`src/rtl/seq_alu_pkg.sv`:
```
// seq_alu_pkg: shared types for the sequential ALU.
//   op_t      - 3-bit operation codes accepted on the op input
//   state_t   - control FSM states (IDLE, MUL)
//   cnt_width - width of the multiply iteration counter for a given W
package seq_alu_pkg;

  typedef enum logic [2:0] {
    OP_ADD = 3'd0,
    OP_SUB = 3'd1,
    OP_AND = 3'd2,
    OP_OR  = 3'd3,
    OP_XOR = 3'd4,
    OP_SHL = 3'd5,
    OP_SHR = 3'd6,
    OP_MUL = 3'd7
  } op_t;

  typedef enum logic [0:0] {
    IDLE = 1'b0,
    MUL  = 1'b1
  } state_t;

  // Counter must hold W-1; never narrower than one bit.
  function automatic int cnt_width(input int w);
    if (w > 2) begin
      return $clog2(w);
    end else begin
      return 1;
    end
  endfunction

endpackage

```
`src/rtl/seq_alu_if.sv`:
```
// seq_alu_if: operand/result handshake bundle of seq_alu.
//   in_valid/in_ready, op, x, y, cin   - operand channel (source -> ALU)
//   out_valid/out_ready, f, f_hi,
//   cout, ovf, zero                    - result channel (ALU -> consumer)
// Modports: master = operand source / result consumer, slave = the ALU.
interface seq_alu_if #(parameter int W = 5);
  import seq_alu_pkg::*;

  logic         in_valid;
  logic         in_ready;
  op_t          op;
  logic [W-1:0] x;
  logic [W-1:0] y;
  logic         cin;
  logic         out_valid;
  logic         out_ready;
  logic [W-1:0] f;
  logic [W-1:0] f_hi;
  logic         cout;
  logic         ovf;
  logic         zero;

  modport master (
    output in_valid, op, x, y, cin, out_ready,
    input  in_ready, out_valid, f, f_hi, cout, ovf, zero
  );

  modport slave (
    input  in_valid, op, x, y, cin, out_ready,
    output in_ready, out_valid, f, f_hi, cout, ovf, zero
  );

endinterface

```
`src/rtl/seq_alu_mul_seq.sv`:
```
// alu_mul_seq: W-iteration shift-add unsigned multiplier.
//   clk, rst_n - clock, async active-low reset (aborts a running multiply)
//   start      - load x (multiplicand) and y (multiplier), begin iterating
//   x, y       - operands, sampled only on start
//   done       - high in the cycle whose closing edge performs the last iteration
//   product    - value the accumulator takes at that edge (valid while done)
module alu_mul_seq
  import seq_alu_pkg::*;
#(
  parameter int W = 5
) (
  input  logic           clk,
  input  logic           rst_n,
  input  logic           start,
  input  logic [W-1:0]   x,
  input  logic [W-1:0]   y,
  output logic           done,
  output logic [2*W-1:0] product
);

  localparam int CW = cnt_width(W);

  logic [W-1:0]  mcand_r;
  logic [2*W:0]  acc_r;      // {carry, partial product high half, multiplier/low half}
  logic [CW-1:0] cnt_r;
  logic          busy_r;
  logic [W:0]    added_s;
  logic [2*W:0]  acc_nxt_s;

  // One shift-add step: add the multiplicand into the high half when the
  // current multiplier LSB is set, then shift the whole register right.
  always_comb begin
    added_s   = acc_r[2*W:W] + (acc_r[0] ? {1'b0, mcand_r} : {(W+1){1'b0}});
    acc_nxt_s = {1'b0, added_s, acc_r[W-1:1]};
  end

  assign done    = busy_r && (cnt_r == {CW{1'b0}});
  assign product = acc_nxt_s[2*W-1:0];

  // Operand load on start, then one iteration per cycle counting down to 0.
  always_ff @(posedge clk or negedge rst_n) begin
    if (!rst_n) begin
      mcand_r <= {W{1'b0}};
      acc_r   <= {(2*W+1){1'b0}};
      cnt_r   <= {CW{1'b0}};
      busy_r  <= 1'b0;
    end else if (start) begin
      mcand_r <= x;
      acc_r   <= {{(W+1){1'b0}}, y};
      cnt_r   <= CW'(W - 1);
      busy_r  <= 1'b1;
    end else if (busy_r) begin
      acc_r <= acc_nxt_s;
      if (cnt_r == {CW{1'b0}}) begin
        busy_r <= 1'b0;
      end else begin
        cnt_r <= cnt_r - CW'(1);
      end
    end
  end

endmodule

```
`src/rtl/seq_alu.sv`:
```
// seq_alu: pipelined ALU with a one-entry registered result and a
// multi-cycle shift-add multiply.
//   clk   - rising-edge clock
//   rst_n - asynchronous active-low reset
//   bus   - seq_alu_if.slave: operand handshake in, registered result out
//           (f, f_hi, cout, ovf, zero, out_valid)
module seq_alu
  import seq_alu_pkg::*;
#(
  parameter int W = 5
) (
  input  logic     clk,
  input  logic     rst_n,
  seq_alu_if.slave bus
);

  state_t         state_r, state_nxt_s;
  logic [W-1:0]   f_r, f_nxt_s;
  logic [W-1:0]   f_hi_r, f_hi_nxt_s;
  logic           cout_r, cout_nxt_s;
  logic           ovf_r, ovf_nxt_s;
  logic           zero_r, zero_nxt_s;
  logic           out_valid_r, out_valid_nxt_s;

  logic           in_ready_s;
  logic           accept_s;
  logic           mul_start_s;
  logic           mul_done_s;
  logic [2*W-1:0] product_s;

  logic [W-1:0]   b_s;
  logic [W:0]     sum_s;
  logic [W-1:0]   alu_f_s;
  logic           alu_cout_s;
  logic           alu_ovf_s;

  // New operands are taken only in IDLE when the result slot is free or
  // is being drained on this same edge.
  assign in_ready_s = (state_r == IDLE) && (!out_valid_r || bus.out_ready);
  assign accept_s   = bus.in_valid && in_ready_s;

  alu_mul_seq #(.W(W)) u_mul (
    .clk     (clk),
    .rst_n   (rst_n),
    .start   (mul_start_s),
    .x       (bus.x),
    .y       (bus.y),
    .done    (mul_done_s),
    .product (product_s)
  );

  // Single-cycle ops; SUB shares the adder with y inverted.
  always_comb begin
    b_s        = (bus.op == OP_SUB) ? ~bus.y : bus.y;
    sum_s      = {1'b0, bus.x} + {1'b0, b_s} + {{W{1'b0}}, bus.cin};
    alu_f_s    = {W{1'b0}};
    alu_cout_s = 1'b0;
    alu_ovf_s  = 1'b0;
    case (bus.op)
      OP_ADD, OP_SUB: begin
        alu_f_s    = sum_s[W-1:0];
        alu_cout_s = sum_s[W];
        // Overflow: effective operands share a sign the sum does not.
        alu_ovf_s  = (bus.x[W-1] == b_s[W-1]) && (sum_s[W-1] != bus.x[W-1]);
      end
      OP_AND:  alu_f_s = bus.x & bus.y;
      OP_OR:   alu_f_s = bus.x | bus.y;
      OP_XOR:  alu_f_s = bus.x ^ bus.y;
      OP_SHL: begin
        alu_f_s    = {bus.x[W-2:0], bus.cin};
        alu_cout_s = bus.x[W-1];
      end
      OP_SHR: begin
        alu_f_s    = {bus.cin, bus.x[W-1:1]};
        alu_cout_s = bus.x[0];
      end
      default: begin
        alu_f_s    = {W{1'b0}};
        alu_cout_s = 1'b0;
      end
    endcase
  end

  // FSM next state and result-register next values.
  always_comb begin
    state_nxt_s     = state_r;
    f_nxt_s         = f_r;
    f_hi_nxt_s      = f_hi_r;
    cout_nxt_s      = cout_r;
    ovf_nxt_s       = ovf_r;
    zero_nxt_s      = zero_r;
    out_valid_nxt_s = out_valid_r;
    mul_start_s     = 1'b0;
    case (state_r)
      IDLE: begin
        if (accept_s) begin
          if (bus.op == OP_MUL) begin
            // Old result (if any) is drained on this edge; slot stays empty
            // until the product lands.
            mul_start_s     = 1'b1;
            out_valid_nxt_s = 1'b0;
            state_nxt_s     = MUL;
          end else begin
            f_nxt_s         = alu_f_s;
            f_hi_nxt_s      = {W{1'b0}};
            cout_nxt_s      = alu_cout_s;
            ovf_nxt_s       = alu_ovf_s;
            zero_nxt_s      = ~|alu_f_s;
            out_valid_nxt_s = 1'b1;
          end
        end else if (out_valid_r && bus.out_ready) begin
          out_valid_nxt_s = 1'b0;
        end else begin
          out_valid_nxt_s = out_valid_r;
        end
      end
      MUL: begin
        if (mul_done_s) begin
          f_nxt_s         = product_s[W-1:0];
          f_hi_nxt_s      = product_s[2*W-1:W];
          cout_nxt_s      = |product_s[2*W-1:W];
          ovf_nxt_s       = 1'b0;
          zero_nxt_s      = ~|product_s;
          out_valid_nxt_s = 1'b1;
          state_nxt_s     = IDLE;
        end else begin
          state_nxt_s = MUL;
        end
      end
      default: state_nxt_s = IDLE;
    endcase
  end

  // FSM state register.
  always_ff @(posedge clk or negedge rst_n) begin
    if (!rst_n) begin
      state_r <= IDLE;
    end else begin
      state_r <= state_nxt_s;
    end
  end

  // Result register: all flags move together with f.
  always_ff @(posedge clk or negedge rst_n) begin
    if (!rst_n) begin
      f_r         <= {W{1'b0}};
      f_hi_r      <= {W{1'b0}};
      cout_r      <= 1'b0;
      ovf_r       <= 1'b0;
      zero_r      <= 1'b0;
      out_valid_r <= 1'b0;
    end else begin
      f_r         <= f_nxt_s;
      f_hi_r      <= f_hi_nxt_s;
      cout_r      <= cout_nxt_s;
      ovf_r       <= ovf_nxt_s;
      zero_r      <= zero_nxt_s;
      out_valid_r <= out_valid_nxt_s;
    end
  end

  assign bus.in_ready  = in_ready_s;
  assign bus.out_valid = out_valid_r;
  assign bus.f         = f_r;
  assign bus.f_hi      = f_hi_r;
  assign bus.cout      = cout_r;
  assign bus.ovf       = ovf_r;
  assign bus.zero      = zero_r;

endmodule

```
`src/flat_wrapper.sv`:
```
// flat-port wrapper written by rule: the top's interface ports become plain ports
module seq_alu_flat import seq_alu_pkg::*;
#(
  parameter int W = 5
)
  (clk, rst_n, bus_in_valid, bus_op, bus_x, bus_y, bus_cin, bus_out_ready, bus_in_ready, bus_out_valid, bus_f, bus_f_hi, bus_cout, bus_ovf, bus_zero);
  seq_alu_if #(.W(W)) bus_i ();
  input  logic clk;
  input  logic rst_n;
  input wire logic [$bits(bus_i.in_valid)-1:0] bus_in_valid;
  input wire logic [$bits(bus_i.op)-1:0] bus_op;
  input wire logic [$bits(bus_i.x)-1:0] bus_x;
  input wire logic [$bits(bus_i.y)-1:0] bus_y;
  input wire logic [$bits(bus_i.cin)-1:0] bus_cin;
  input wire logic [$bits(bus_i.out_ready)-1:0] bus_out_ready;
  output wire logic [$bits(bus_i.in_ready)-1:0] bus_in_ready;
  output wire logic [$bits(bus_i.out_valid)-1:0] bus_out_valid;
  output wire logic [$bits(bus_i.f)-1:0] bus_f;
  output wire logic [$bits(bus_i.f_hi)-1:0] bus_f_hi;
  output wire logic [$bits(bus_i.cout)-1:0] bus_cout;
  output wire logic [$bits(bus_i.ovf)-1:0] bus_ovf;
  output wire logic [$bits(bus_i.zero)-1:0] bus_zero;
  assign bus_i.in_valid = bus_in_valid;
  assign bus_i.op = bus_op;
  assign bus_i.x = bus_x;
  assign bus_i.y = bus_y;
  assign bus_i.cin = bus_cin;
  assign bus_i.out_ready = bus_out_ready;
  assign bus_in_ready = bus_i.in_ready;
  assign bus_out_valid = bus_i.out_valid;
  assign bus_f = bus_i.f;
  assign bus_f_hi = bus_i.f_hi;
  assign bus_cout = bus_i.cout;
  assign bus_ovf = bus_i.ovf;
  assign bus_zero = bus_i.zero;
  seq_alu #(.W(W)) u_core (.clk(clk), .rst_n(rst_n), .bus(bus_i));
endmodule
```
`config.mk`:
```
export PLATFORM = sky130hd
export DESIGN_NAME = seq_alu_flat
export DESIGN_NICKNAME = d
export VERILOG_FILES = /design/src/rtl/seq_alu_pkg.sv /design/src/rtl/seq_alu_if.sv /design/src/rtl/seq_alu_mul_seq.sv /design/src/rtl/seq_alu.sv /design/src/flat_wrapper.sv
export SDC_FILE = /design/constraint.sdc
export NUM_CORES = 1
export LEC_CHECK = 0
export ABC_AREA = 0
export CAP_MARGIN = 0
export CORE_ASPECT_RATIO = 1.25
export CORE_UTILIZATION = 39
export CTS_BUF_LIST = sky130_fd_sc_hd__clkbuf_4
export DETAILED_ROUTE_END_ITERATION = 12
export DONT_BUFFER_PORTS = 1
export SKIP_CTS_REPAIR_TIMING = 1
export SLEW_MARGIN = 5
export SYNTH_ARGS = -nofsm -noshare
export SYNTH_HDL_FRONTEND = slang
export SYNTH_SLANG_ARGS = --single-unit
```
`constraint.sdc`:
```
create_clock -name clk -period 7.1 [get_ports clk]
set_input_delay 1.065 -clock clk [delete_from_list [all_inputs] [get_ports clk]]
set_output_delay 1.065 -clock clk [all_outputs]
set_load 0.02 [all_outputs]
```
After elaboration in Yosys (flattened, before gate mapping)

Cells that the tools add are included.
W data, S select, Z words.

Flip-flop bits (word level): 35
Word-level logic and storage cells: 96
Output and inout bits: 15

Multiplexer cells: 43
Equal/unequal tests: 14
Add/sub/neg operators: 4
Bitwise gates (word level): 5
Reduce and logical (&&, ||, !) cells: 19

Operators by type and width:

| operator             | number |
|---|---|
| $mux W5              | 8 |
| $pmux W5 S6          | 1 |
| $mux W11             | 2 |
| $mux W1              | 21 |
| $pmux W5 S2          | 2 |
| $eq A3 B3 Y1 const B | 4 |
| $pmux W1 S2          | 5 |
| $reduce_or A10 Y1    | 1 |
| $reduce_or A5 Y1     | 2 |
| $mux W3              | 3 |
| $add A5 B5 Y6        | 1 |
| $add A6 B1 Y6        | 1 |
| $add A6 B6 Y6        | 1 |
| $eq A3 B2 Y1 const B | 2 |
| $logic_not A3 Y1     | 2 |
| $and A5 B5 Y5        | 1 |
| $logic_and A1 B1 Y1  | 5 |
| $not A5 Y5           | 1 |
| $or A5 B5 Y5         | 1 |
| $xor A5 B5 Y5        | 1 |
| $ne A2 B1 Y1 const B | 2 |
| $ne A2 B2 Y1 const B | 2 |
| $reduce_and A2 Y1    | 2 |
| $eq A3 B1 Y1 const B | 1 |
| 11 further kinds     | 13 |

Logic depth before layout (Yosys ltp)

Gate-level depths: netlist of the first run.

Depth in word-level cells: 10
Gate-level depth with buffers: 14
Mapped depth without buffers: 11

Modules after synthesis

A second synthesis of the first run with hierarchy kept.

Cells, all modules: 267
Area, all modules: 2,597.5 sq um

By module, submodules not included:

| module      | cells an instance | area each (sq um) | instances |
|---|---|---|---|
| seq_alu     | 159               | 1,488.9           | 1 |
| alu_mul_seq | 108               | 1,108.6           | 1 |

Worst setup path before layout of the first run

No wires, ideal clock.

Path kind: input -> register
Start: in bus_op[1]
End: reg u_core.zero_r (netlist: u_core.bus.zero)
Path buffers: 3
Setup slack: 3.193 ns
Required time: 6.976 ns
Data arrival time: 3.783 ns
Stages: 14
Cell sequence: buf_6 > buf_12 > nor2_2 > and2_1 > clkbuf_1 > xnor2_1 > fa_1 > fa_1 > nand2b_1 > a21oi_1 > o22ai_1 > a311oi_1 > nor4_1 > a211o_1

Word-level cells in the longest chain between the ends: 10
Elaborated cells between the ends (all ways): 20
Those cells by class: add/sub (2); eq/ne (8); mux (5); reduce/logical (5)

RTL lines:

| element              | line                         | text |
|---|---|---|
| from (decl)          | flat_wrapper.sv:11           | `input wire logic [$bits(bus_i.op)-1:0] bus_op;` |
| $eq A3 B1 Y1         | seq_alu.sv:54, seq_alu.sv:59 |  |
| $mux W5              | seq_alu.sv:54                | `b_s = (bus.op == OP_SUB) ? ~bus.y : bus.y;` |
| $add A5 B5 Y6        | seq_alu.sv:55                | `sum_s = {1'b0, bus.x} + {1'b0, b_s} + {{W{1'b0}}, bus.cin};` |
| $add A6 B1 Y6        | seq_alu.sv:55                |  |
| $pmux W5 S6          | seq_alu.sv:59                | `case (bus.op)` |
| $reduce_or A5 Y1     | seq_alu.sv:108               | `zero_nxt_s = ~\|alu_f_s;` |
| $logic_not A1 Y1     | seq_alu.sv:108               |  |
| $mux W1              | seq_alu.sv:97                | `if (bus.op == OP_MUL) begin` |
| $mux W1              | seq_alu.sv:96                | `if (accept_s) begin` |
| $pmux W1 S2          | seq_alu.sv:94                | `case (state_r)` |
| to (signal assigned) | seq_alu.sv:157               | `zero_r <= zero_nxt_s;` |
| to (decl)            | seq_alu.sv:22                | `logic zero_r, zero_nxt_s;` |

Several ways; a longest one is shown, not always the timed one. The select of a mux whose other input is x is not followed.
A chain may end at the register's enable or synchronous reset.

Worst setup path after layout of the first run

Start: in bus_op[2]
End: reg u_core.zero_r (netlist: u_core.bus.zero)

Same word-level chain as after synthesis.

==> results.md, run 1 <==
- Worst hold path class: primary input to asynchronous set/reset pin
- Sequential area share after synthesis: 35.2%
- Fin crit share: 49.2%
- Worst EP arrival: 3720 ps
- Net count after synthesis: 295
- Routability Congestion: 0.857
- Synth area leaders: dfrtp_1 35%, ha_1 11%, mux2i_1 6.6%
- EDFF count, synth: 0
- Slew headroom: 53.2%
- Crit start category: primary input
- DR vias: 1783
- Least-Margin Pin Slew: 701 ps
- CP cell instances: nor2_2, and2_1, xnor2_1, fa_1, fa_1, nand2b_1, a21oi_1, o22ai_1, a311oi_1, nor4_1, a211o_1
- Worst Setup End Kind: register
- Layout Utilization: 42.3%
- CP startpoint: bus_op[2]
- Final setup viols: 0
- Final hold violation count: 0
- Power per cell area: 349 nW/um^2
- Largest net degree at the start of global routing: 35
- FF-to-FF End: u_core.bus.zero
- Vias per cell: 5.39
- Mapped Area: 2420 um^2
- Root Driver: clkbuf_4
- Initial Util: 41.0%
- Area delta synth->final: 3.11%
- Clock skew: 9.89 ps
- Total global routing overflow: 0
- Core box area: 5900 um^2
- Share of flip-flops with an asynchronous set or reset: 100%
- Port Buffers: 0
- Worst-Skew Late Latency: 330 ps
- Critical Path Fanout Max: 15
- Area leader, netlist: dfrtp_1
- Multi-input logic area: 1420 um^2
- Initial DRC count: 116
- CTS H-tree lvls: 2
- Ratio of cells with drive above 1 in the final layout: 6.43%
- Synth Flop Type: dfrtp_1
- Critical-path top delay cell: fa_1
- R2R Setup Slk: 4430 ps
- Data required, critical path: 7330 ps
- Final slew viol count: 0
- Max incr delay on CP: 410 ps
- Pre-CTS setup slack: 3240 ps
- Mapped Cells: 253
- Lkg Pwr: 1.14 nW
- Crit path setup slack, layout: 3610 ps
- Final ANT Viol Nets: 0
- Crit Reg-Reg Startpoint: u_core.u_mul.acc_r[0]
- Synth warnings: 0
- First-pass GRT wire length: 9.21 mm
- Post-route setup TNS: 0 ps
- Seq cells post-synth: 34
- Synth top area share: 35.2%
- Clk buf depth: 2
- Power Total: 0.000871 W
- TritonCTS Sinks: 34
- Peak Freq: 0.287 GHz
- Vias in the first global route: 1859
- Die Y: 90.0 um
- Initial antenna violation count: 0
- Status: completed
- Clock transition at path regs: 100 ps
- TritonCTS buffer count: 5
- Full die area: 6520 um^2
- TritonRoute pass-1 iters: 4
- DR WL/cell: 16.6 um
- Syn Area/Cell: 9.55 um^2
- CTS tree: built
- Unrepaired setup endpoints after global routing: false
- Total Routing Usage GR: 18.6%
- Netlist cell types: 52
- Maximum VDD drop: 0.112 mV
- R2R depth: 9
- Fin Hold WS: 417 ps
- Die Wd: 72.4 um
- Storage cell area: 851 um^2
- Count leader, synth: dfrtp_1
- Antenna Cells: 0
- Number of max-cap violations: 0
- Final min period: 3490 ps
- DRC: 0
- Crit Path Category: primary input to register
- Rows: 31
- Fill cells: 599
- Most frequent cells after synthesis: 34 x dfrtp_1, 21 x ha_1, 20 x nor2_1
- Routed WL: 5.49 mm
- Num ports: 33
- Layout net count: 292
- CP most frequent cell: fa_1
- DP HPWL: 4.36 mm
[cells by family (layout without fill, tap and decap cells)]
family / Yosys count / count (layout) / synth area share (%)
multiplexers: 21 / 21 / 8.95
AO/OA/AOI/OAI: 59 / 59 / 16.1
buffers and inverters: 30 / 26 / 6.52
AND/OR/NAND/NOR: 73 / 73 / 15.5
XOR/XNOR: 12 / 12 / 4.35
adder cells (fa/ha/maj): 24 / 24 / 13.4
flip-flops: 34 / 34 / 35.2
[registers in the layout, indices dropped and copies added (netlist names)]
name	count
u_core.bus.f_hi	5
u_core.bus.cout	1
u_core.bus.out_valid	1
u_core.bus.f	5
u_core.state_r	1
u_core.u_mul.mcand_r	5
u_core.bus.zero	1
u_core.u_mul.busy_r	1
u_core.u_mul.acc_r	10
u_core.u_mul.cnt_r	3
u_core.bus.ovf	1
[worst max-delay path by stage]
stage                 endpoint  slack (ps)
2_1_floorplan  u_core.bus.zero        3190
4_1_cts        u_core.bus.zero        3590
6_report       u_core.bus.zero        3610
3_5_place_dp   u_core.bus.zero        3240
3_3_place_gp   u_core.bus.zero        3350
5_1_grt        u_core.bus.zero        3430
[stage by stage]
| stage | cells | instance area, um^2 |
|---|---|---|
| finish | 331 | 2490 |
| global route | 331 | 2490 |
| CTS | 331 | 2490 |
| detailed placement | 325 | 2450 |
| global placement | 325 | 2450 |
| floorplan | 253 | 2420 |
[final cells by class]
class,instances,area share (%)
Multi-Input combinational cell,189,56.8
Sequential cell,34,34.1
Tap cell,82,4.12
Inverter,18,2.71
Clock buffer,5,1.51
Timing Repair Buffer,2,0.602
Clock inverter,1,0.151
[power breakdown]
group          internal [W]  leakage, nW   total, W  switching, W
combinational      0.000177        0.691   0.000377      0.000200
clock             0.0000338       0.0246  0.0000940     0.0000601
sequential         0.000279        0.424   0.000400      0.000120
[critical path, delay by kind of cell]
family	cells	cell delay [ps]
AO/OA/AOI/OAI	4	960
adder cells (fa/ha/maj)	2	810
AND/OR/NAND/NOR	4	760
XOR/XNOR	1	120
[routing by layer]
metal,up-vias,track usage (%),share of wire (%)
li1,869,-,-
met3,15,4.15,5.1
met1,841,22.8,44
met5,-,0,0
met2,58,29.8,47
met4,0,10.3,4.0
[layout by cell type, fill, tap and decap left out, drive strengths merged, types with 2 or more instances in the layout]
cell type  count
or3            2
nand3          3
nand3b         3
nor4b          2
clkinv         2
a21o           2
and2           6
dfrtp         34
a21oi         13
clkbuf         5
or2            2
fa             3
a211o          3
xnor2          9
nor2b          3
nor3           2
o21ai         19
nor3b          2
a22o           5
nor2          21
mux2i         16
o211a          2
o211ai         2
mux2           5
xor2           3
a211oi         4
o22ai          2
inv           17
ha            21
nand2         19
buf            2
nand2b         4
Power figures use the tool's default switching activity.
==> inputs of run 2 (changes only) <==
clock period = 3.15 ns   (was 7.1 ns; I/O delays follow)
==> run 2 against run 1 <==
  * Sequential share of layout area decreased by 1.4 points
  * First-iteration DRC count decreased by 36%
  * Global-route usage decreased by 0.21 points
  * Wire length decreased by 0.66%
  * Register-to-register slack got worse by 3900 ps
  * Die area unchanged
  * Core utilization increased by 1.8 points
  * Final area increased by 4.2%
  * Non-clock buffer count increased by 5
  * Critical endpoint unchanged
  * Largest cell class unchanged
==> results.md, run 2 (synthesis results as in run 1) <==
- Status: completed (unchanged)
- Number of max-cap violations: 0 (unchanged)
- Routed WL: 5.45 mm (was 5.49 mm)
- Rows: 31 (unchanged)
- Slew headroom: 68.8% (was 53.2%)
- Initial antenna violation count: 0 (unchanged)
- Worst-Skew Late Latency: 330 ps (about the same)
- Vias in the first global route: 1820 (was 1859)
- Largest net degree at the start of global routing: 35 (unchanged)
- Dpl cells: 328 (was 325)
- TritonCTS Sinks: 34 (unchanged)
- Antenna Cells: 0 (unchanged)
- Port Buffers: 0 (unchanged)
- DRC: 0 (unchanged)
- Ratio of cells with drive above 1 in the final layout: 9.77% (was 6.43%)
- Root Driver: clkbuf_4 (unchanged)
- CTS tree: built (unchanged)
- Crit Path Category: register to register (was primary input to register)
- Routability Congestion: 0.912 (was 0.857)
- TritonCTS buffer count: 5 (unchanged)
- Power per cell area: 810 nW/um^2 (was 349 nW/um^2)
- Clock skew: 12.8 ps (was 9.89 ps)
- Fin crit share: 84.0%
- Storage cell area: 851 um^2 (unchanged)
- DR vias: 1805 (was 1783)
- Lkg Pwr: 1.19 nW (was 1.14 nW)
- Vias per cell: 5.34 (was 5.39)
- Final ANT Viol Nets: 0 (unchanged)
- Layout net count: 297 (was 292)
- Worst Setup End Kind: register (unchanged)
- Post-route setup TNS: 0 ps (unchanged)
- TritonRoute pass-1 iters: 4 (unchanged)
- Least-Margin Pin Slew: 461 ps (was 701 ps)
- Final slew viol count: 0 (unchanged)
- Commonest cells after routing, fill and taps aside: 34 x dfrtp_1, 21 x ha_1, 20 x nor2_1 (unchanged)
- Initial DRC count: 74 (was 116)
- Worst EP arrival: 2930 ps (was 3720 ps)
- Fill cells: 586 (was 599)
- DP HPWL: 4.30 mm (was 4.36 mm)
- First-pass GRT wire length: 9.20 mm (was 9.21 mm)
- Final min period: 2650 ps
- Die Wd: 72.4 um (unchanged)
- DR WL/cell: 16.1 um (was 16.6 um)
- Crit start category: register (was primary input)
- Worst hold path class: primary input to register (was primary input to asynchronous set/reset pin)
- Die Y: 90.0 um (unchanged)
- Num ports: 33 (unchanged)
- Maximum VDD drop: 0.345 mV (was 0.112 mV)
- Area delta synth->final: 7.45% (was 3.11%)
- Critical Path Fanout Max: 6 (was 15)
- Top reg by flops: u_core.u_mul.acc_r (unchanged)
- Fin cells: 338 (was 331)
- Clk buf depth: 2 (unchanged)
- Data required, critical path: 3430 ps (was 7330 ps)
- Full die area: 6520 um^2 (unchanged)
- CTS H-tree lvls: 2 (unchanged)
- Final hold violation count: 0 (unchanged)
- Multi-input logic area: 1430 um^2 (was 1420 um^2)
- Unrepaired setup endpoints after global routing: false (unchanged)
- Number of flip-flops in the largest register: 10 (unchanged)
- Clock transition at path regs: 110 ps (was 100 ps)
- Core box area: 5900 um^2 (unchanged)
- Commonest non-fill, non-tap cell in the layout: dfrtp_1 (unchanged)
- Final setup viols: 0 (unchanged)
- Peak Freq: 0.378 GHz
- Total global routing overflow: 0 (unchanged)
- Total Routing Usage GR: 18.4% (was 18.6%)
- Initial Util: 41.0% (unchanged)
run 2: cell count changes in the layout (fill, tap and decap cells not counted), sizes merged:
cell | previous run | this run
clkbuf | 5 | 7
bufinv | 0 | 1
buf | 2 | 6
dlygate4sd3 | 0 | 1
clkinv | 2 | 1
run 2: worst max-delay path: stages (launching register included):
cell and delay [ps]:
dfrtp_1 430, and2_1 150, ha_1 210, fa_1 410, a21o_1 200, a21oi_2 140, xnor2_1 120, nor4b_1 480
nor4b_1 320, a211o_1 130
run 2: area by class of cell:
type	count	share of cell area, %
clock buffer	7	2.02
clock inverter	1	1.16
inverter	18	2.60
multi-input combinational	189	54.9
sequential	34	32.8
tap	82	3.95
timing repair buffer	7	2.60
run 2: worst paths after layout:
check / startpoint / end / slack [ps] / depth (start not counted)
worst max-delay path: u_core.u_mul.acc_r[0] / u_core.bus.zero / 500 / 9
worst min register to register: u_core.u_mul.mcand_r[0] / u_core.u_mul.mcand_r[0] / 490 / 1
worst min-delay path: bus_y[2] / u_core.u_mul.acc_r[2] / 250 / 2
min in group asynchronous: rst_n / u_core.u_mul.mcand_r[2] / 570 / 2
worst max register to register: u_core.u_mul.acc_r[0] / u_core.bus.zero / 500 / 9
max in group asynchronous: rst_n / u_core.bus.f[4] / 2390 / 2
run 2: routing by layer:
metal / wire length [um] / vias up / track usage (%)
li1: - / 885 / -
met1: 2310 / 853 / 23.4
met2: 2700 / 59 / 29.2
met3: 328 / 8 / 4.48
met4: 110 / 0 / 8.01
met5: 0 / - / 0
run 2: power breakdown:
group          leakage, nW  switching [W]  internal, W
clock               0.0463       0.000143     0.000186
sequential           0.424       0.000230     0.000630
combinational        0.721       0.000501     0.000412
run 2: stage by stage:
step           power, W  hold WS, ps  util, %  area (um^2)  setup slack (ps)
2_1_floorplan   0.00157          177        -         2430              40.6
3_3_place_gp    0.00176          178     42.1         2480               268
3_5_place_dp    0.00178          178     42.1         2480               167
4_1_cts         0.00211         -195     43.5         2570               494
5_1_grt         0.00229          218     44.1         2600               335
6_report        0.00210          252     44.1         2600               503
==> inputs of run 3 (changes only) <==
ABC_AREA = 1   (was 0)
clock period = 2.7 ns   (was 3.15 ns; I/O delays follow)
==> run 3 against run 2 <==
  * Largest power group is now registers
  * Via count increased by 20%
  * Die area increased by 2.5%
  * Clock-buffer cell count decreased by 2
==> results.md, run 3 <==
- Status: completed (unchanged)
- Fin crit share: 81.1% (was 84.0%)
- Vias per cell: 5.18 (was 5.34)
- DR vias: 2174 (was 1805)
- CTS H-tree lvls: 2 (unchanged)
- Critical Path Fanout Max: 6 (unchanged)
- DRC: 0 (unchanged)
- Count leader, synth: nand2_1 (was dfrtp_1)
- CP cell instances: nand2_1, inv_1, ha_1, fa_1, xnor2_1, nand2_1, nor2_1, nand3_1, o21ai_0, nand2_1 (was and2_1, ha_1, fa_1, a21o_1, a21oi_2, xnor2_1, nor4b_1, nor4b_1, a211o_1)
- Met3 Use GR: 4.22% (was 4.48%)
- Area delta synth->final: 5.90% (was 7.45%)
- Full die area: 6680 um^2 (was 6520 um^2)
- Worst EP arrival: 2420 ps (was 2930 ps)
- Met2 Usage GRT: 31.4% (was 29.2%)
- Number of flip-flops in the largest register: 10 (unchanged)
- Synth top area share: 34.3% (was 35.2%)
- Worst hold path class: primary input to register (unchanged)
- Top reg by flops: u_core.u_mul.acc_r (unchanged)
- Critical-path top delay cell: dfrtp_1 (was nor4b_1)
- Initial DRC count: 114 (was 74)
- Final setup viols: 0 (unchanged)
- Number of max-cap violations: 0 (unchanged)
- Clock skew: 13.6 ps (was 12.8 ps)
- Num ports: 33 (unchanged)
- Ratio of cells with drive above 1 in the final layout: 7.16% (was 9.77%)
- Netlist cell types: 31 (was 52)
- Crit start category: register (unchanged)
- Data required, critical path: 2930 ps (was 3430 ps)
- Vias in the first global route: 2121 (was 1820)
- HP Start: bus_x[3] (was bus_y[2])
- Clk buf depth: 2 (unchanged)
- Worst Setup End Kind: register (unchanged)
- Slew headroom: 72.9% (was 68.8%)
- Commonest cells after routing, fill and taps aside: 83 x nand2_1, 45 x inv_1, 34 x dfrtp_1 (was 34 x dfrtp_1, 21 x ha_1, 20 x nor2_1)
- CP most frequent cell: nand2_1 (was nor4b_1)
- Met1 Track Usage GR: 23.0% (was 23.4%)
- EDFF count, synth: 0 (unchanged)
- Crit Reg-Reg Startpoint: u_core.u_mul.acc_r[0] (unchanged)
- Final min period: 2190 ps (was 2650 ps)
- Fin Hold WS: 245 ps (was 252 ps)
- First-pass GRT wire length: 9.89 mm (was 9.20 mm)
- Synth Flop Type: dfrtp_1 (unchanged)
- TritonCTS buffer count: 5 (unchanged)
- Initial Util: 40.2% (was 41.0%)
- Final hold violation count: 0 (unchanged)
- Layout net count: 376 (was 297)
- DR WL/cell: 14.1 um (was 16.1 um)
- Post-route setup TNS: 0 ps (unchanged)
- DP HPWL: 4.62 mm (was 4.30 mm)
- Crit Path Category: register to register (unchanged)
- Seq cells post-synth: 34 (unchanged)
- Share of flip-flops with an asynchronous set or reset: 100% (unchanged)
- Initial antenna violation count: 0 (unchanged)
- Syn Area/Cell: 7.49 um^2 (was 9.55 um^2)
- Unrepaired setup endpoints after global routing: false (unchanged)
- Max incr delay on CP: 450 ps (was 480 ps)
- CP startpoint: u_core.u_mul.acc_r[0] (unchanged)
- Synth warnings: 0 (unchanged)
- Mapped Cells: 331 (was 253)
- Most frequent cells after synthesis: 84 x nand2_1, 45 x inv_1, 34 x dfrtp_1 (was 34 x dfrtp_1, 21 x ha_1, 20 x nor2_1)
- Worst Path Buf+Inv: 1 (was 0)
- Worst-Skew Late Latency: 350 ps (was 330 ps)
- CP delay by family, top: adder cells (was simple AND/OR/NAND/NOR gates)
- Die Wd: 73.3 um (was 72.4 um)
- Sequential area share after synthesis: 34.3% (was 35.2%)
- TritonRoute pass-1 iters: 4 (unchanged)
- CTS tree: built (unchanged)
- Largest net degree at the start of global routing: 35 (unchanged)
- Antenna Cells: 0 (unchanged)
- Final ANT Viol Nets: 0 (unchanged)
- Synth area leaders: dfrtp_1 34%, nand2_1 13%, ha_1 11% (was dfrtp_1 35%, ha_1 11%, mux2i_1 6.6%)
- Total Routing Usage GR: 19.3% (was 18.4%)
- Port Buffers: 0 (unchanged)
- Mapped Area: 2480 um^2 (was 2420 um^2)
- Final slew viol count: 0 (unchanged)
- Total global routing overflow: 0 (unchanged)
- Core box area: 6170 um^2 (was 5900 um^2)
- Die Y: 91.2 um (was 90.0 um)
- Routed WL: 5.90 mm (was 5.45 mm)
- Commonest non-fill, non-tap cell in the layout: nand2_1 (was dfrtp_1)
- Net count after synthesis: 373 (was 295)
- Maximum VDD drop: 0.235 mV (was 0.345 mV)
- Routability Congestion: 0.839 (was 0.912)
- Clock transition at path regs: 100 ps (was 110 ps)
- Least-Margin Pin Slew: 406 ps (was 461 ps)
- Peak Freq: 0.457 GHz (was 0.378 GHz)
- Root Driver: clkbuf_4 (unchanged)
- Gr busiest metal: met2 (unchanged)
- Lkg Pwr: 1.35 nW (was 1.19 nW)
- Rows: 32 (was 31)
- Power per cell area: 795 nW/um^2 (was 810 nW/um^2)
- TritonCTS Sinks: 34 (unchanged)
- Area leader, netlist: dfrtp_1 (unchanged)
run 3: changes by cell type in the layout (fill, tap and decap cells not counted), moves of 4 or more:
cell      change
xnor2_1       -8
inv_1        +28
o21ai_0      +19
nand2b_1      -4
mux2_1        -4
nand4_1      +11
nand2_1      +64
nand3_1      +18
mux2i_1      -16
and2_1        -6
a22o_1        -5
run 3: path summary, 6_finish.rpt:
kind                                                end  slack [ps]  depth (start not counted)
worst max register to register          u_core.bus.cout         510                         10
worst min register to register  u_core.u_mul.mcand_r[2]         490                          2
max in group asynchronous         u_core.u_mul.acc_r[7]        2020                          2
worst max-delay path                    u_core.bus.cout         510                         10
min in group asynchronous          u_core.bus.out_valid         490                          2
worst min-delay path            u_core.u_mul.mcand_r[3]         250                          2
run 3: stage by stage:
stage	power [W]	util [%]	std cells	setup WS (ps)	cell area, um^2
4_1_cts	0.00209	42.1	418	540	2600
2_1_floorplan	0.00163	-	331	31.6	2480
6_report	0.00209	42.6	420	511	2630
3_5_place_dp	0.00181	41.2	410	169	2540
5_1_grt	0.00228	42.6	420	325	2630
3_3_place_gp	0.00180	41.2	410	234	2540
run 3: logic make-up (layout without fill, tap and decap cells):
kind of cell    count (synthesis)  count (layout)  share of synthesized area, %
simple gates                  151             151                          26.7
compound gates                 58              58                          13.6
buf+inv                        58              62                          10.2
flops                          34              34                          34.3
fa+ha+maj                      24              24                          13.0
xor+xnor                        6               6                          2.12
run 3: final cells by class:
| type | instances | area [um^2] |
|---|---|---|
| Clock buffer | 5 | 37.5 |
| Fill cell | 664 | 3540 |
| Multi-Input combinational cell | 239 | 1380 |
| Timing Repair Buffer | 4 | 45.0 |
| Inverter | 50 | 193 |
| Clock inverter | 3 | 16.3 |
| Sequential cell | 34 | 851 |
| Tap cell | 85 | 106 |
run 3: metal layers:
metal | up-vias | part of all wire (%) | wire length, um
li1 | 1092 | - | -
met4 | 0 | 4.2 | 246
met3 | 17 | 4.7 | 276
met2 | 58 | 48 | 2860
met1 | 1007 | 43 | 2530
met5 | - | 0 | 0
run 3: worst register-to-register path, cell delays in order (launching register included):
cell and delay (ps):
dfrtp_1 450, nand2_1 90, inv_1 40, ha_1 210, fa_1 420, xnor2_1 260, nand2_1 90, nor2_1 160
nand3_1 80, o21ai_0 220, nand2_1 70
run 3: power by group:
part / internal (W) / switching (W)
registers: 0.000705 / 0.000262
clock network: 0.0000967 / 0.000179
logic: 0.000310 / 0.000536
total: 0.00111 / 0.000977
